## src/rtl/uart_pkg.sv

```systemverilog
// Shared types and constants for the parameterised UART transmitter.
package uart_pkg;

  typedef enum logic [2:0] {
    IDLE,
    START,
    DATA,
    PARITY,
    STOP
  } uart_state_e;

  localparam int PAR_NONE = 0;
  localparam int PAR_EVEN = 1;
  localparam int PAR_ODD  = 2;

  localparam int BYTE_W = 8;

  // Keep only the low 'bits' bits of a byte; upper bits are don't-care.
  function automatic logic [BYTE_W-1:0] mask_data(input logic [BYTE_W-1:0] b, input int bits);
    logic [BYTE_W-1:0] m;
    m = '0;
    for (int i = 0; i < BYTE_W; i++) begin
      if (i < bits) m[i] = b[i];
    end
    return m;
  endfunction

  // Parity bit over already-masked data: even -> XOR, odd -> inverted XOR.
  function automatic logic parity_of(input logic [BYTE_W-1:0] b, input int mode);
    return (mode == PAR_ODD) ? ~(^b) : ^b;
  endfunction

endpackage

```

## src/rtl/uart_tx_fifo.sv

```systemverilog
// Small synchronous FIFO buffering bytes ahead of the transmitter.
// Push while full is honoured only when a pop happens on the same edge.
module uart_tx_fifo import uart_pkg::*; #(
  parameter int DEPTH = 4,
  parameter int WIDTH = BYTE_W
) (
  input  logic             clk,
  input  logic             reset_n,
  input  logic             push,
  input  logic             pop,
  input  logic [WIDTH-1:0] din,
  output logic [WIDTH-1:0] dout,
  output logic             full,
  output logic             empty
);

  localparam int AW = $clog2(DEPTH);

  logic [WIDTH-1:0] mem_q [DEPTH];
  logic [AW-1:0]    wr_q;
  logic [AW-1:0]    rd_q;
  logic [AW:0]      count_q;
  logic             do_push;
  logic             do_pop;

  assign full    = (count_q == (AW+1)'(DEPTH));
  assign empty   = (count_q == '0);
  assign do_pop  = pop && !empty;
  assign do_push = push && (!full || do_pop);
  assign dout    = mem_q[rd_q];

  // Pointer and occupancy bookkeeping; pointers wrap naturally (power-of-two depth).
  always_ff @(posedge clk) begin
    if (!reset_n) begin
      wr_q    <= '0;
      rd_q    <= '0;
      count_q <= '0;
    end else begin
      if (do_push) wr_q <= wr_q + AW'(1);
      if (do_pop)  rd_q <= rd_q + AW'(1);
      count_q <= count_q + (AW+1)'(do_push) - (AW+1)'(do_pop);
    end
  end

  // Storage needs no reset: entries are only read once the count says they are valid.
  always_ff @(posedge clk) begin
    if (do_push) mem_q[wr_q] <= din;
  end

endmodule

```

## src/rtl/uart_tx_param.sv

```systemverilog
// Parameterised UART transmitter (start, DATA_BITS LSB first, optional parity, 1-2 stops).
// Optional feature: define UART_TX_FIFO_EN to buffer bytes in a FIFO_DEPTH-entry FIFO;
// otherwise a single holding register is used and bytes are accepted only in IDLE.
//
// state  | meaning
// IDLE   | line high, waiting for a byte
// START  | start bit (low) for one bit period
// DATA   | DATA_BITS data bits, LSB first
// PARITY | parity bit (skipped when PARITY=PAR_NONE)
// STOP   | STOP_BITS stop bits (high)
module uart_tx_param #(
  parameter int FREQUENCY  = 10000000,
  parameter int BAUD_RATE  = 9600,
  parameter int DATA_BITS  = 8,
  parameter int PARITY     = 0,
  parameter int STOP_BITS  = 1,
  parameter int FIFO_DEPTH = 4
) (
  input  logic       clk,
  input  logic       reset_n,
  input  logic       tx_dv,
  input  logic [7:0] tx_byte,
  output logic       tx_ready,
  output logic       tx_active,
  output logic       tx_serial,
  output logic       tx_done
);

  import uart_pkg::*;

  localparam int CLKS_PER_BIT = FREQUENCY / BAUD_RATE;
  localparam int CNT_W        = (CLKS_PER_BIT >= 2) ? $clog2(CLKS_PER_BIT) : 1;
  localparam logic [CNT_W-1:0] CNT_LAST = CNT_W'(CLKS_PER_BIT - 1);
  localparam logic [2:0]       IDX_LAST = 3'(DATA_BITS - 1);
  localparam logic             STOP_LAST = 1'(STOP_BITS - 1);

  if (CLKS_PER_BIT < 2) begin : g_bad_clks
    $error("uart_tx_param: FREQUENCY/BAUD_RATE must be at least 2");
  end
  if (DATA_BITS < 5 || DATA_BITS > 8) begin : g_bad_data
    $error("uart_tx_param: DATA_BITS must be 5..8");
  end
  if (PARITY < PAR_NONE || PARITY > PAR_ODD) begin : g_bad_parity
    $error("uart_tx_param: PARITY must be 0, 1 or 2");
  end
  if (STOP_BITS != 1 && STOP_BITS != 2) begin : g_bad_stop
    $error("uart_tx_param: STOP_BITS must be 1 or 2");
  end
  if (FIFO_DEPTH < 2 || (FIFO_DEPTH & (FIFO_DEPTH - 1)) != 0) begin : g_bad_depth
    $error("uart_tx_param: FIFO_DEPTH must be a power of two >= 2");
  end

  uart_state_e      state_q, state_d;
  logic [CNT_W-1:0] cnt_q, cnt_d;
  logic [2:0]       idx_q, idx_d;
  logic             stop_q, stop_d;
  logic [7:0]       shift_q, shift_d;
  logic             par_q, par_d;
  logic             serial_d;
  logic             done_d;
  logic             ready_q;
  logic             bit_end;
  logic             last_stop_end;
  logic             accept;
  logic             have_next;
  logic             load;
  logic [7:0]       next_byte;
  logic [7:0]       next_data;

  assign accept        = tx_dv && tx_ready;
  assign bit_end       = (cnt_q == CNT_LAST);
  assign last_stop_end = (state_q == STOP) && bit_end && (stop_q == STOP_LAST);
  assign load          = ((state_q == IDLE) || last_stop_end) && have_next;
  assign next_data     = mask_data(next_byte, DATA_BITS);
  assign tx_active     = (state_q != IDLE);

`ifdef UART_TX_FIFO_EN
  logic       fifo_push;
  logic       fifo_pop;
  logic       fifo_full;
  logic       fifo_empty;
  logic [7:0] fifo_dout;

  // A byte arriving when the FIFO is empty and the line is free bypasses the FIFO,
  // which keeps the one-cycle start latency from IDLE.
  assign fifo_pop  = load && !fifo_empty;
  assign fifo_push = accept && !(load && fifo_empty);
  assign have_next = !fifo_empty || accept;
  assign next_byte = fifo_empty ? tx_byte : fifo_dout;
  assign tx_ready  = ready_q && !fifo_full;

  uart_tx_fifo #(
    .DEPTH (FIFO_DEPTH),
    .WIDTH (8)
  ) u_fifo (
    .clk     (clk),
    .reset_n (reset_n),
    .push    (fifo_push),
    .pop     (fifo_pop),
    .din     (tx_byte),
    .dout    (fifo_dout),
    .full    (fifo_full),
    .empty   (fifo_empty)
  );
`else
  assign have_next = accept;
  assign next_byte = tx_byte;
  assign tx_ready  = ready_q && (state_q == IDLE);
`endif

  // Next-state and next-output logic; a load from IDLE or the final stop period wins.
  always_comb begin
    state_d  = state_q;
    cnt_d    = bit_end ? '0 : cnt_q + CNT_W'(1);
    idx_d    = idx_q;
    stop_d   = stop_q;
    shift_d  = shift_q;
    par_d    = par_q;
    serial_d = tx_serial;
    done_d   = 1'b0;
    case (state_q)
      IDLE: begin
        cnt_d    = '0;
        serial_d = 1'b1;
      end
      START: begin
        if (bit_end) begin
          state_d  = DATA;
          idx_d    = '0;
          serial_d = shift_q[0];
        end
      end
      DATA: begin
        if (bit_end) begin
          if (idx_q == IDX_LAST) begin
            if (PARITY != PAR_NONE) begin
              state_d  = uart_pkg::PARITY;
              serial_d = par_q;
            end else begin
              state_d  = STOP;
              stop_d   = 1'b0;
              serial_d = 1'b1;
            end
          end else begin
            idx_d    = idx_q + 3'd1;
            shift_d  = {1'b0, shift_q[7:1]};
            serial_d = shift_q[1];
          end
        end
      end
      uart_pkg::PARITY: begin
        if (bit_end) begin
          state_d  = STOP;
          stop_d   = 1'b0;
          serial_d = 1'b1;
        end
      end
      STOP: begin
        if (bit_end) begin
          if (stop_q == STOP_LAST) begin
            state_d  = IDLE;
            done_d   = 1'b1;
            serial_d = 1'b1;
          end else begin
            stop_d = 1'b1;
          end
        end
      end
      default: state_d = IDLE;
    endcase
    if (load) begin
      state_d  = START;
      cnt_d    = '0;
      serial_d = 1'b0;
      shift_d  = next_data;
      par_d    = parity_of(next_data, PARITY);
    end
  end

  // State, datapath and registered line outputs; ready_q keeps tx_ready low through reset.
  always_ff @(posedge clk) begin
    if (!reset_n) begin
      state_q   <= IDLE;
      cnt_q     <= '0;
      idx_q     <= '0;
      stop_q    <= 1'b0;
      shift_q   <= '0;
      par_q     <= 1'b0;
      tx_serial <= 1'b1;
      tx_done   <= 1'b0;
      ready_q   <= 1'b0;
    end else begin
      state_q   <= state_d;
      cnt_q     <= cnt_d;
      idx_q     <= idx_d;
      stop_q    <= stop_d;
      shift_q   <= shift_d;
      par_q     <= par_d;
      tx_serial <= serial_d;
      tx_done   <= done_d;
      ready_q   <= 1'b1;
    end
  end

endmodule

```

## config.mk

```make
export PLATFORM = sky130hd
export DESIGN_NAME = uart_tx_param
export DESIGN_NICKNAME = d
export VERILOG_FILES = /design/src/rtl/uart_pkg.sv /design/src/rtl/uart_tx_fifo.sv /design/src/rtl/uart_tx_param.sv
export SDC_FILE = /design/constraint.sdc
export NUM_CORES = 1
export LEC_CHECK = 0
export CAP_MARGIN = 20
export CORE_UTILIZATION = 54
export DETAILED_ROUTE_END_ITERATION = 10
export GPL_TIMING_DRIVEN = 1
export MAX_ROUTING_LAYER = met4
export PLACE_DENSITY = 0.77
export SYNTH_ARGS = -nofsm -noshare
export SYNTH_HDL_FRONTEND = slang
export SYNTH_SLANG_ARGS = --single-unit
```

## constraint.sdc

```tcl
create_clock -name clk -period 2.94 [get_ports clk]
set_input_delay 0.882 -clock clk [delete_from_list [all_inputs] [get_ports clk]]
set_output_delay 0.882 -clock clk [all_outputs]
set_load 0.005 [all_outputs]
```

# Word level (Yosys, flattened, before mapping)
# Cells that the tools add are included.
[totals]
reg_bits = 29
latch_bits = 0
mem_bits_rw = 0
romBits = 0
inputBits = 11
output_inout_bits = 4
elab_cells = 89
n_memories = 0
[classes]
n_addsub = 2
multipliers = 0
div = 0
magnitude_cmp = 0
eq_ne = 21
shift = 0
n_mux = 32
bitwise_logic = 3
reduce_logical = 22
[ops]
columns = ["operator", "count"]
rows = [
  ["$mux 8", 4],
  ["$mux 3", 9],
  ["$ne 2x2->1 const B", 9],
  ["$ne 3x3->1 const B", 6],
  ["$mux 1", 15],
  ["$pmux 3 s5", 1],
  ["$reduce_and 7->1", 2],
  ["$add 11x1->11 const B", 1],
  ["$eq 11x11->1 const B", 1],
  ["$eq 3x2->1 const B", 2],
  ["$eq 3x3->1 const B", 2],
  ["$pmux 3 s2", 1],
  ["$reduce_and 3->1", 2],
  ["$reduce_and 6->1", 1],
  ["$reduce_bool 2->1", 3],
  ["$reduce_bool 3->1", 2],
  ["$reduce_bool 6->1", 1],
  ["$logic_and 1x1->1", 5],
  ["$pmux 1 s5", 1],
  ["$reduce_and 5->1", 1],
  ["$reduce_and 4->1", 1],
  ["$reduce_or 4->1", 1],
  ["$add 3x1->3 const B", 1],
  ["$eq 3x1->1 const B", 1],
  ["5 further kinds", 7],
]

# Logic depth before layout (Yosys ltp)
# Gate-level depths: netlist of the first run.
[depth]
ltp_word = 7
mapped_depth = 8
depth_no_buf = 6

# Worst setup path before layout of the first run
# Ideal clock, no wire load.
[synth_timing]
kind = "reg2reg"
from = "register idx_q[0]"
to = "register shift_q[0]"
setup_time_ns = 0.131
t_arrival_ns = 2.058
required_ns = 2.809
setup_slack_ns = 0.751
stages_incl_launch_ff = 7
path_buffers = 0
period_less_slack_ns = 2.189
path_cell_list = "dfxtp_1 -> ha_1 -> ha_1 -> or4b_2 -> nor4_4 -> mux2i_1 -> a21oi_1"
[synth_between]
elab_chain_cells = 3
[synth_lines]
columns = ["element", "line", "rtl"]
rows = [
  ["start, declared", "uart_tx_param.sv:55", "logic [2:0] idx_q, idx_d;"],
  ["start signal, assigned", "uart_tx_param.sv:195", "idx_q <= idx_d;"],
  ["$eq 3x3->1", "uart_tx_param.sv:135", "if (idx_q == IDX_LAST) begin"],
  ["$ne 2x2->1 (no line)", "-", ""],
  ["$reduce_and 3->1 (no line)", "-", ""],
  ["end signal, assigned", "uart_tx_param.sv:197", "shift_q <= shift_d;"],
  ["end, declared", "uart_tx_param.sv:57", "logic [7:0] shift_q, shift_d;"],
]
# Every way passes these cells.
# A chain may end at the register's enable or synchronous reset.

# Worst setup path after layout of the first run
[layout_timing]
from = "register state_q[1]"
to = "output port tx_ready"
[layout_between]
elab_chain_cells = 2
[layout_lines]
columns = ["element", "line", "rtl"]
rows = [
  ["start, declared", "uart_tx_param.sv:53", "uart_state_e state_q, state_d;"],
  ["start signal, assigned", "uart_tx_param.sv:193", "state_q <= state_d;"],
  ["$logic_not 3->1", "uart_tx_param.sv:108", "assign tx_ready = ready_q && (state_q == IDLE);"],
  ["$logic_and 1x1->1", "uart_tx_param.sv:108", ""],
  ["end, declared", "uart_tx_param.sv:23", "output logic tx_ready,"],
]
# Every way passes these cells.

==> impl_metrics.tcl, run 1 <==
set metrics [dict create \
    r2r_start "idx_q[0]" \
    outcome "finished, final reports clean" \
    buffer_ports.inserted 14 \
    detailedRoute.firstIterationViolations 23 \
    postSynthCellCount 149 \
    timing.final.crit_share_pct 91.15 \
    numClockSinks 28 \
    synth_top_flop_cell "sky130_fd_sc_hd__dfxtp_1" \
    post-route-min-period_ns 2.680 \
    ctsRootBufferMaster "sky130_fd_sc_hd__clkbuf_4" \
    core.rowCount 17 \
    pin_count_of_the_biggest_net_entering_global_routing 18 \
    clock_tree_from_tritoncts "done" \
    arrival_ns 1.80 \
    antenna_violations_before_repair 0 \
    setup_viol 0 \
    cellLeakagePower_nw 0.5238 \
    synth_warnings 0 \
    drv.max_cap_violation_count 0 \
    initial_core_util_pct 58.05 \
    route.detailed.drc 0 \
    drtPass1Iterations 4 \
    grt_pass1_vias 1007 \
    timing.clock.skew_ns 0.01350 \
    synth.distinct_cells 33 \
    die_h_um 51.23 \
    reg2reg_to "shift_q[1]" \
    grt_first_pass_wirelength_mm 4.167 \
    clk_pin_slew_ns 0.16 \
    reg_to_reg_setup_timing_slack_ns 0.51 \
    worstHoldEndpoint "idx_q[2]" \
    irDropWorstVdd_uv 332.1 \
    cts.path.max_buffers 2 \
    area_growth_syn_to_layout_pct 15.87 \
    max_slew_margin_pct 56.28 \
    fp.dieArea_um2 2625 \
    timing.reg2reg.worst_path_depth 6 \
    fill_cell_instance_count_of_the_final_layout 195 \
    ports 15 \
    hp-start "idx_q[2]" \
    number_of_synthesized_flops_with_an_enable_pin 0 \
    post_drt_via_cell_ratio 5.718 \
    final_common_cell "sky130_fd_sc_hd__dfxtp_1" \
    dp_hpwl_mm 1.814 \
    dieWidth_um 51.23 \
    final.setup.tns_ns 0 \
    cp-start-kind "flip-flop" \
    finalWirelength_mm 2.510 \
    worst-slew-pin-transition_ns 0.6508 \
    cts_made_buffers 3 \
    synth_area_per_cell_um2 8.784 \
    cts_post_setup_buffers_inserted 0 \
    drive_above_1_share_pct 6.250 \
    finish.net_count 176 \
    total_power_uw 711.7 \
    timing.critical_path.fanout_max 10 \
    finalWeightedCongestion 0.9070 \
    ant_nets 0 \
    max_clock_freq_mhz 373.2 \
    clk_latency_ns 0.34 \
    grt.total_usage_pct 21.98 \
    rsz0062_at_grt "false" \
    vias 1075 \
    synth_nets 164 \
    synth_seq_area_share_pct 42.83 \
    final_max_slew_viol_count 0 \
    htree_levels 1 \
    required_time_reported_for_the_critical_path_endpoint_ns 2.06 \
    synth_area_um2 1309 \
    gr-total-overflow 0 \
    timing.hold.worst_path_depth 2 \
    cellPowerDensity_nw_per_um2 469.3 \
    number_of_hold_violations_in_the_final_report 0 \
    postSynth.asyncResetShare_pct 0 \
    core_um2 2255 \
    route.detailed.wl_per_inst_um 13.35 \
    most-common-layout-cells "28 x sky130_fd_sc_hd__dfxtp_1, 16 x sky130_fd_sc_hd__nor2_1, 14 x sky130_fd_sc_hd__clkdlybuf4s50_1" \
    synth-seq-cells 28 \
    count_of_antenna_diodes_in_the_layout 0 \
    crit_path_end_kind "output port" \
    worstSetupPathType "reg -> out" \
    holdCritPathClass "reg -> reg" \
]
==> layout make-up <==
type	count	area, µm²	share of cell area [%]
Multi-Input combinational cell	107	698.2	46.04
Timing Repair Buffer	15	147.6	9.736
Clock inverter	1	30.03	1.980
Sequential cell	28	560.5	36.96
Inverter	6	22.52	1.485
Tap cell	28	35.03	2.310
Clock buffer	3	22.52	1.485
==> stage by stage <==
stage          util, %  cell area, µm²  hold slack, ns  setup WS (ns)  std cells
6_report         67.26            1516          0.4916         0.2602        188
3_3_place_gp     64.71            1459          0.4592         0.5666        184
2_1_floorplan        -            1309          0.4417         0.7509        149
3_5_place_dp     64.71            1459          0.4731         0.4975        184
5_1_grt          67.26            1516          0.5153         0.1551        188
4_1_cts          67.04            1511          0.4956         0.1174        188
==> routing by layer <==
layer	vias up	global-route usage, %	part of all wire [%]
li1	544	-	-
met1	501	24.35	46
met2	21	37.50	49
met3	9	3.274	2.5
met4	0	12.61	2.9
met5	-	-	0
==> worst max path at each step <==
stage | startpoint | to | slack, ns | cells past startpoint
after floorplan | idx_q[0] | shift_q[0] | 0.75 | 6
after global placement | state_q[1] | tx_ready | 0.57 | 3
after detailed placement | state_q[1] | tx_ready | 0.50 | 3
after CTS | state_q[1] | tx_ready | 0.12 | 3
after global routing | state_q[1] | tx_ready | 0.16 | 3
final | state_q[1] | tx_ready | 0.26 | 3
==> sequential cells by signal (all words and copies together), names as in the netlist <==
| signal | flops |
|---|---|
| ready_q | 1 |
| cnt_q | 11 |
| tx_serial | 1 |
| idx_q | 3 |
| shift_q | 8 |
| state_q | 3 |
| tx_done | 1 |
==> cell usage after synthesis (all sizes together), types with 4 or more instances <==
cell	n	area, µm²
a21oi	9	45.04
clkbuf	6	22.52
dfxtp	28	560.5
ha	4	50.05
inv	6	22.52
mux2i	10	100.1
nand2	12	45.04
nand3	8	40.04
nor2	16	60.06
nor3	5	25.02
o21ai	10	50.05
xnor2	4	35.03
xor2	5	43.79
==> logic make-up after synthesis <==
family                     Yosys count  share of synthesized area [%]
and+or+nand+nor                     58                          23.90
adders and majority gates            5                          4.589
buffers and inverters               14                          4.206
AOI/OAI and AO/OA                   25                          10.80
xor gates and xnor gates             9                          6.023
muxes                               10                          7.648
DFF                                 28                          42.83
==> critical path: stages, from the launching register on <==
cell and delay (ns):
sky130_fd_sc_hd__dfxtp_1 0.43, sky130_fd_sc_hd__nor3_2 0.36, sky130_fd_sc_hd__and2_1 0.18, sky130_fd_sc_hd__clkdlybuf4s50_1 0.49
==> what timing repair did <==
item / in CTS / in global routing
hold buffers: 0 / 0
resized for setup: 0 / 1
setup endpoints to repair: 0 / 1
==> power by group <==
part / switching (mW) / internal, mW / leakage (nW)
clock: 0.115 / 0.138 / 0.0279
sequential: 0.00908 / 0.391 / 0.228
combinational: 0.0260 / 0.0323 / 0.268
Note: power is estimated with default switching activity, not from simulation.
==> inputs of run 2 (changes only) <==
Settings changed: CORE_UTILIZATION 54 to 50, PLACE_DENSITY 0.77 to 0.72.
==> run 2 against run 1 <==
Register-to-register slack better by 0.02 ns. Die area is 7.7% higher. Sequential share of layout area is 0.46 points higher. Via count is 2.4% lower.
==> impl_metrics.tcl, run 2 (synthesized netlist as in run 1, its figures left out) <==
set metrics [dict create \
    htree_levels 1 \
    finish.net_count 176 \
    dpl_worst_slack_ns 0.5296 \
    pin_count_of_the_biggest_net_entering_global_routing 18 \
    most-common-layout-cells "28 x sky130_fd_sc_hd__dfxtp_1, 16 x sky130_fd_sc_hd__nor2_1, 14 x sky130_fd_sc_hd__clkdlybuf4s50_1" \
    cts_made_buffers 3 \
    largest_registers "cnt_q (11), shift_q (8)" \
    initial_core_util_pct 52.83 \
    drv.max_cap_violation_count 0 \
    clk_latency_ns 0.32 \
    post-place-cells 186 \
    timing.final.crit_share_pct 94.91 \
    max_clock_freq_mhz 358.4 \
    final_max_slew_viol_count 0 \
    required_time_reported_for_the_critical_path_endpoint_ns 2.06 \
    crit_path_end_kind "output port" \
    max_slew_margin_pct 57.77 \
    grt_pass1_vias 956 \
    cts_post_setup_buffers_inserted 0 \
    cellLeakagePower_nw 0.5157 \
    cts.path.max_buffers 2 \
    final_common_cell "sky130_fd_sc_hd__dfxtp_1" \
    area_growth_syn_to_layout_pct 14.44 \
    ctsRootBufferMaster "sky130_fd_sc_hd__clkbuf_4" \
    irDropWorstVdd_uv 254.0 \
    route.detailed.wl_per_inst_um 12.45 \
    layout.cell_area.non_filler_um2 1498 \
    timing.critical_path.fanout_max 10 \
    placedInstanceArea_um2 1461 \
    reg2reg_to "shift_q[2]" \
    total_power_uw 642.7 \
    cpPeakStageDelay_ns 0.49 \
    whs_ns 0.4756 \
    post_drt_via_cell_ratio 5.521 \
    crit_slowest_cell "sky130_fd_sc_hd__clkdlybuf4s50_1" \
    route.detailed.drc 0 \
    core_um2 2477 \
    gr-total-overflow 0 \
    worstSetupPathType "reg -> out" \
    r2r_start "idx_q[0]" \
    arrival_ns 1.91 \
    post-route-min-period_ns 2.790 \
    rsz0062_at_grt "false" \
    clock_tree_from_tritoncts "done" \
    final.setup.tns_ns 0 \
    ports 15 \
    largest_register_ffs 11 \
    drtPass1Iterations 4 \
    grt.total_usage_pct 19.69 \
    core.rowCount 18 \
    timing.hold.worst_path_depth 2 \
    hp-start "idx_q[1]" \
    die_h_um 53.16 \
    worst-slew-pin-transition_ns 0.6287 \
    cp_cell_sequence "nor3_1 -> and2_1 -> clkdlybuf4s50_1" \
    timing.clock.skew_ns 0.008376 \
    setup_viol 0 \
    vias 1049 \
    dieWidth_um 53.16 \
    finalWeightedCongestion 0.7709 \
    holdCritPathClass "reg -> reg" \
    timing.reg2reg.worst_path_depth 6 \
    outcome "finished, final reports clean" \
    worstHoldEndpoint "idx_q[1]" \
    cp-start-kind "flip-flop" \
    reg_to_reg_setup_timing_slack_ns 0.53 \
    number_of_hold_violations_in_the_final_report 0 \
    ant_nets 0 \
    cellPowerDensity_nw_per_um2 429.1 \
    finish.cell_count_without_fillers 190 \
    antenna_violations_before_repair 0 \
    buffer_ports.inserted 14 \
    top_register "cnt_q" \
    ctsHoldBuffers 0 \
    timing.final.ws_setup_ns 0.1497 \
    dp_hpwl_mm 1.739 \
    drive_above_1_share_pct 5.625 \
    grt_first_pass_wirelength_mm 4.002 \
    finalWirelength_mm 2.365 \
    clk_pin_slew_ns 0.15 \
    fp.dieArea_um2 2826 \
    postCtsResizedCells 0 \
    utilization_pct 60.45 \
    numClockSinks 28 \
    detailedRoute.firstIterationViolations 17 \
    count_of_antenna_diodes_in_the_layout 0 \
]
run 2: layout make-up:
cell class                      instances  area (µm²)
Clock buffer                            4       36.28
Fill cell                             222       979.7
Inverter                                6       22.52
Multi-Input combinational cell        107       693.2
Sequential cell                        28       560.5
Tap cell                               30       37.54
Timing Repair Buffer                   15       147.6
run 2: critical path, delay by kind of cell, from the launching register on:
kind          cells  cell delay, ns
flops             1            0.43
buf+inv           1            0.49
simple gates      2            0.67
run 2: worst max-delay path by stage:
| stage | start | slack (ns) | endpoint |
|---|---|---|---|
| floorplan | idx_q[0] | 0.75 | shift_q[0] |
| global placement | state_q[1] | 0.57 | tx_ready |
| detailed placement | state_q[1] | 0.53 | tx_ready |
| CTS | state_q[1] | 0.14 | tx_ready |
| global route | state_q[1] | 0.004 | tx_ready |
| finish | state_q[0] | 0.15 | tx_ready |
run 2: layer usage:
metal | up-vias | track usage [%] | share of wire (%)
li1 | 541 | - | -
met1 | 491 | 22.96 | 48
met2 | 15 | 33.76 | 49
met3 | 2 | 2.586 | 2.0
met4 | 0 | 8.333 | 0.51
met5 | - | - | 0
run 2: report_power, final:
part / leakage, nW / switching (mW) / internal, mW
clock network: 0.0210 / 0.109 / 0.0757
registers: 0.228 / 0.00889 / 0.391
logic: 0.267 / 0.0256 / 0.0321
total: 0.516 / 0.144 / 0.499
==> inputs of run 3 (changes only) <==
Settings changed: ABC_AREA set to 1, GPL_TIMING_DRIVEN 1 to unset, PLACE_DENSITY 0.72 to 0.71.
==> run 3 against run 2 <==
Critical path depth rose by 1. Synthesized cell count up 68%. Wire length is 30% higher. Clock-buffer cell count did not move. Die area up 25%. Clock skew decreased by 0.00081 ns.
==> impl_metrics.tcl, run 3 <==
set metrics [dict create \
    grt_pass1_vias 1195 \
    core.rowCount 20 \
    post-route-min-period_ns 2.699 \
    drive_above_1_share_pct 10.23 \
    postSynth.asyncResetShare_pct 0 \
    synth-seq-cells 28 \
    holdCritPathClass "reg -> reg" \
    timing.clock.skew_ns 0.007569 \
    post-synth-top-count-cell "sky130_fd_sc_hd__nand2_1" \
    dp_hpwl_mm 2.317 \
    whs_ns 0.4877 \
    antenna_violations_before_repair 0 \
    yosysTopAreaCell "sky130_fd_sc_hd__dfxtp_1" \
    synth_nets 265 \
    synth_warnings 0 \
    final_max_slew_viol_count 0 \
    crit_path_end_kind "output port" \
    startpoint "state_q[1]" \
    cts_post_setup_buffers_inserted 0 \
    timing.critical_path.fanout_max 7 \
    ports 15 \
    fp.dieArea_um2 3532 \
    numClockSinks 28 \
    largest_registers "cnt_q (11), shift_q (8)" \
    largest_register_ffs 11 \
    synth.distinct_cells 26 \
    finalWeightedCongestion 0.9234 \
    drv.max_cap_violation_count 0 \
    synth_seq_area_share_pct 33.99 \
    r2r_start "cnt_q[0]" \
    vias 1429 \
    rsz0062_at_grt "false" \
    synth_area_um2 1649 \
    setup_viol 0 \
    postCtsResizedCells 0 \
    ctsRootBufferMaster "sky130_fd_sc_hd__clkbuf_4" \
    worst_setup_path_endpoint "tx_ready" \
    post_synth_main_area_contributors "sky130_fd_sc_hd__dfxtp_1 34%, sky130_fd_sc_hd__nand2_1 13%, sky130_fd_sc_hd__nor2_1 10%" \
    clk_latency_ns 0.34 \
    cts_made_buffers 3 \
    synth_top_area_share_pct 33.99 \
    required_time_reported_for_the_critical_path_endpoint_ns 2.06 \
    grt.total_usage_pct 19.64 \
    cts.path.max_buffers 2 \
    detailedRoute.firstIterationViolations 38 \
    post_synth_most_frequent_cells "58 x sky130_fd_sc_hd__nand2_1, 44 x sky130_fd_sc_hd__nor2_1, 40 x sky130_fd_sc_hd__inv_1, 28 x sky130_fd_sc_hd__dfxtp_1, 20 x sky130_fd_sc_hd__nand3_1" \
    cp-start-kind "flip-flop" \
    postSynthCellCount 250 \
    cellPowerDensity_nw_per_um2 459.6 \
    buffer_ports.inserted 14 \
    most-common-layout-cells "58 x sky130_fd_sc_hd__nand2_1, 44 x sky130_fd_sc_hd__nor2_1, 40 x sky130_fd_sc_hd__inv_1" \
    outcome "finished, final reports clean" \
    max_slew_margin_pct 72.53 \
    area_growth_syn_to_layout_pct 11.46 \
    synth_top_flop_cell "sky130_fd_sc_hd__dfxtp_1" \
    gr-total-overflow 0 \
    cellLeakagePower_nw 0.8179 \
    clk_pin_slew_ns 0.16 \
    final_common_cell "sky130_fd_sc_hd__nand2_1" \
    final.setup.tns_ns 0 \
    top_register "cnt_q" \
    count_of_antenna_diodes_in_the_layout 0 \
    initial_core_util_pct 53.15 \
    htree_levels 1 \
    finish.net_count 280 \
    core_um2 3103 \
    route.detailed.wl_per_inst_um 10.02 \
    fill_cell_instance_count_of_the_final_layout 326 \
    finalWirelength_mm 3.085 \
    clock_tree_from_tritoncts "done" \
    route.detailed.drc 0 \
    reg_to_reg_setup_timing_slack_ns 1.34 \
    number_of_hold_violations_in_the_final_report 0 \
    multiInputGateArea_um2 874.6 \
    drtPass1Iterations 4 \
    dieWidth_um 59.43 \
    die_h_um 59.43 \
    post_drt_via_cell_ratio 4.640 \
    synth_area_per_cell_um2 6.596 \
    timing.final.crit_share_pct 91.80 \
    grt_first_pass_wirelength_mm 5.154 \
    ant_nets 0 \
    arrival_ns 1.82 \
    max_clock_freq_mhz 370.5 \
    irDropWorstVdd_uv 206.2 \
    worst-slew-pin-transition_ns 0.4109 \
    timing.reg2reg.worst_path_depth 7 \
    worstSetupPathType "reg -> out" \
    ctsHoldBuffers 0 \
    number_of_synthesized_flops_with_an_enable_pin 0 \
    reg2reg_to "cnt_q[3]" \
    pin_count_of_the_biggest_net_entering_global_routing 22 \
    regArea_um2 560.5 \
]
## run 3: cell count changes after synthesis, sizes merged, moves of 4 or more
cell and delta:
a21oi +4, clkbuf -5, inv +37, mux2i -10
nand2 +51, nand3 +13, nor2 +39, o21ai -7
xnor2 -4, xor2 -4
## run 3: layer usage
layer,wire [µm],global-route usage (%),up-vias
li1,-,-,792
met1,1691,28.74,604
met2,1221,27.61,27
met3,122,1.965,6
met4,49,7.143,0
met5,0,-,-
## run 3: worst min-delay path by stage
stage	from	to	slack [ns]	cells after the start
after floorplan	cnt_q[0]	cnt_q[0]	0.43	1
after global placement	cnt_q[0]	cnt_q[0]	0.45	1
after detailed placement	cnt_q[0]	cnt_q[0]	0.46	1
after CTS	cnt_q[0]	cnt_q[0]	0.49	1
after global routing	cnt_q[0]	cnt_q[0]	0.50	1
final	cnt_q[0]	cnt_q[0]	0.49	1
## run 3: critical path, stage by stage (launching register included)
cell	delay (ns)
sky130_fd_sc_hd__dfxtp_1	0.42
sky130_fd_sc_hd__nor2_4	0.24
sky130_fd_sc_hd__nand2_4	0.10
sky130_fd_sc_hd__nor2_1	0.18
sky130_fd_sc_hd__clkdlybuf4s50_1	0.53
## run 3: through the flow
stage	instances	setup WS, ns	power [mW]	util, %	cell area [µm²]
6_report	308	0.2412	0.8448	59.23	1838
5_1_grt	308	0.1482	0.9000	59.23	1838
2_1_floorplan	250	1.220	0.6040	-	1649
3_5_place_dp	304	0.5938	0.6583	58.06	1802
3_3_place_gp	304	0.6057	0.6570	58.06	1802
4_1_cts	308	0.2333	0.8525	59.23	1838
## run 3: final cells by class
| class | count | share of cell area, % |
|---|---|---|
| multi-input cells | 174 | 47.58 |
| flip-flops and latches | 28 | 30.50 |
| inverters | 43 | 8.918 |
| repair buffers | 15 | 8.033 |
| well taps | 44 | 2.995 |
| clock buffers | 4 | 1.974 |
## run 3: power by group
group	internal [mW]	leakage, nW	total, mW	switching, mW
combinational	0.0941	0.569	0.224	0.130
clock	0.0760	0.0210	0.194	0.118
sequential	0.404	0.228	0.427	0.0230
total	0.574	0.818	0.845	0.271
## run 3: cells by family after synthesis
kind of cell / share of synthesized area, %
AO/OA/AOI/OAI: 4.855
flip-flops: 33.99
AND/OR/NAND/NOR: 44.61
XOR/XNOR: 0.5312
buffers and inverters: 12.97
adder cells (fa/ha/maj): 3.035
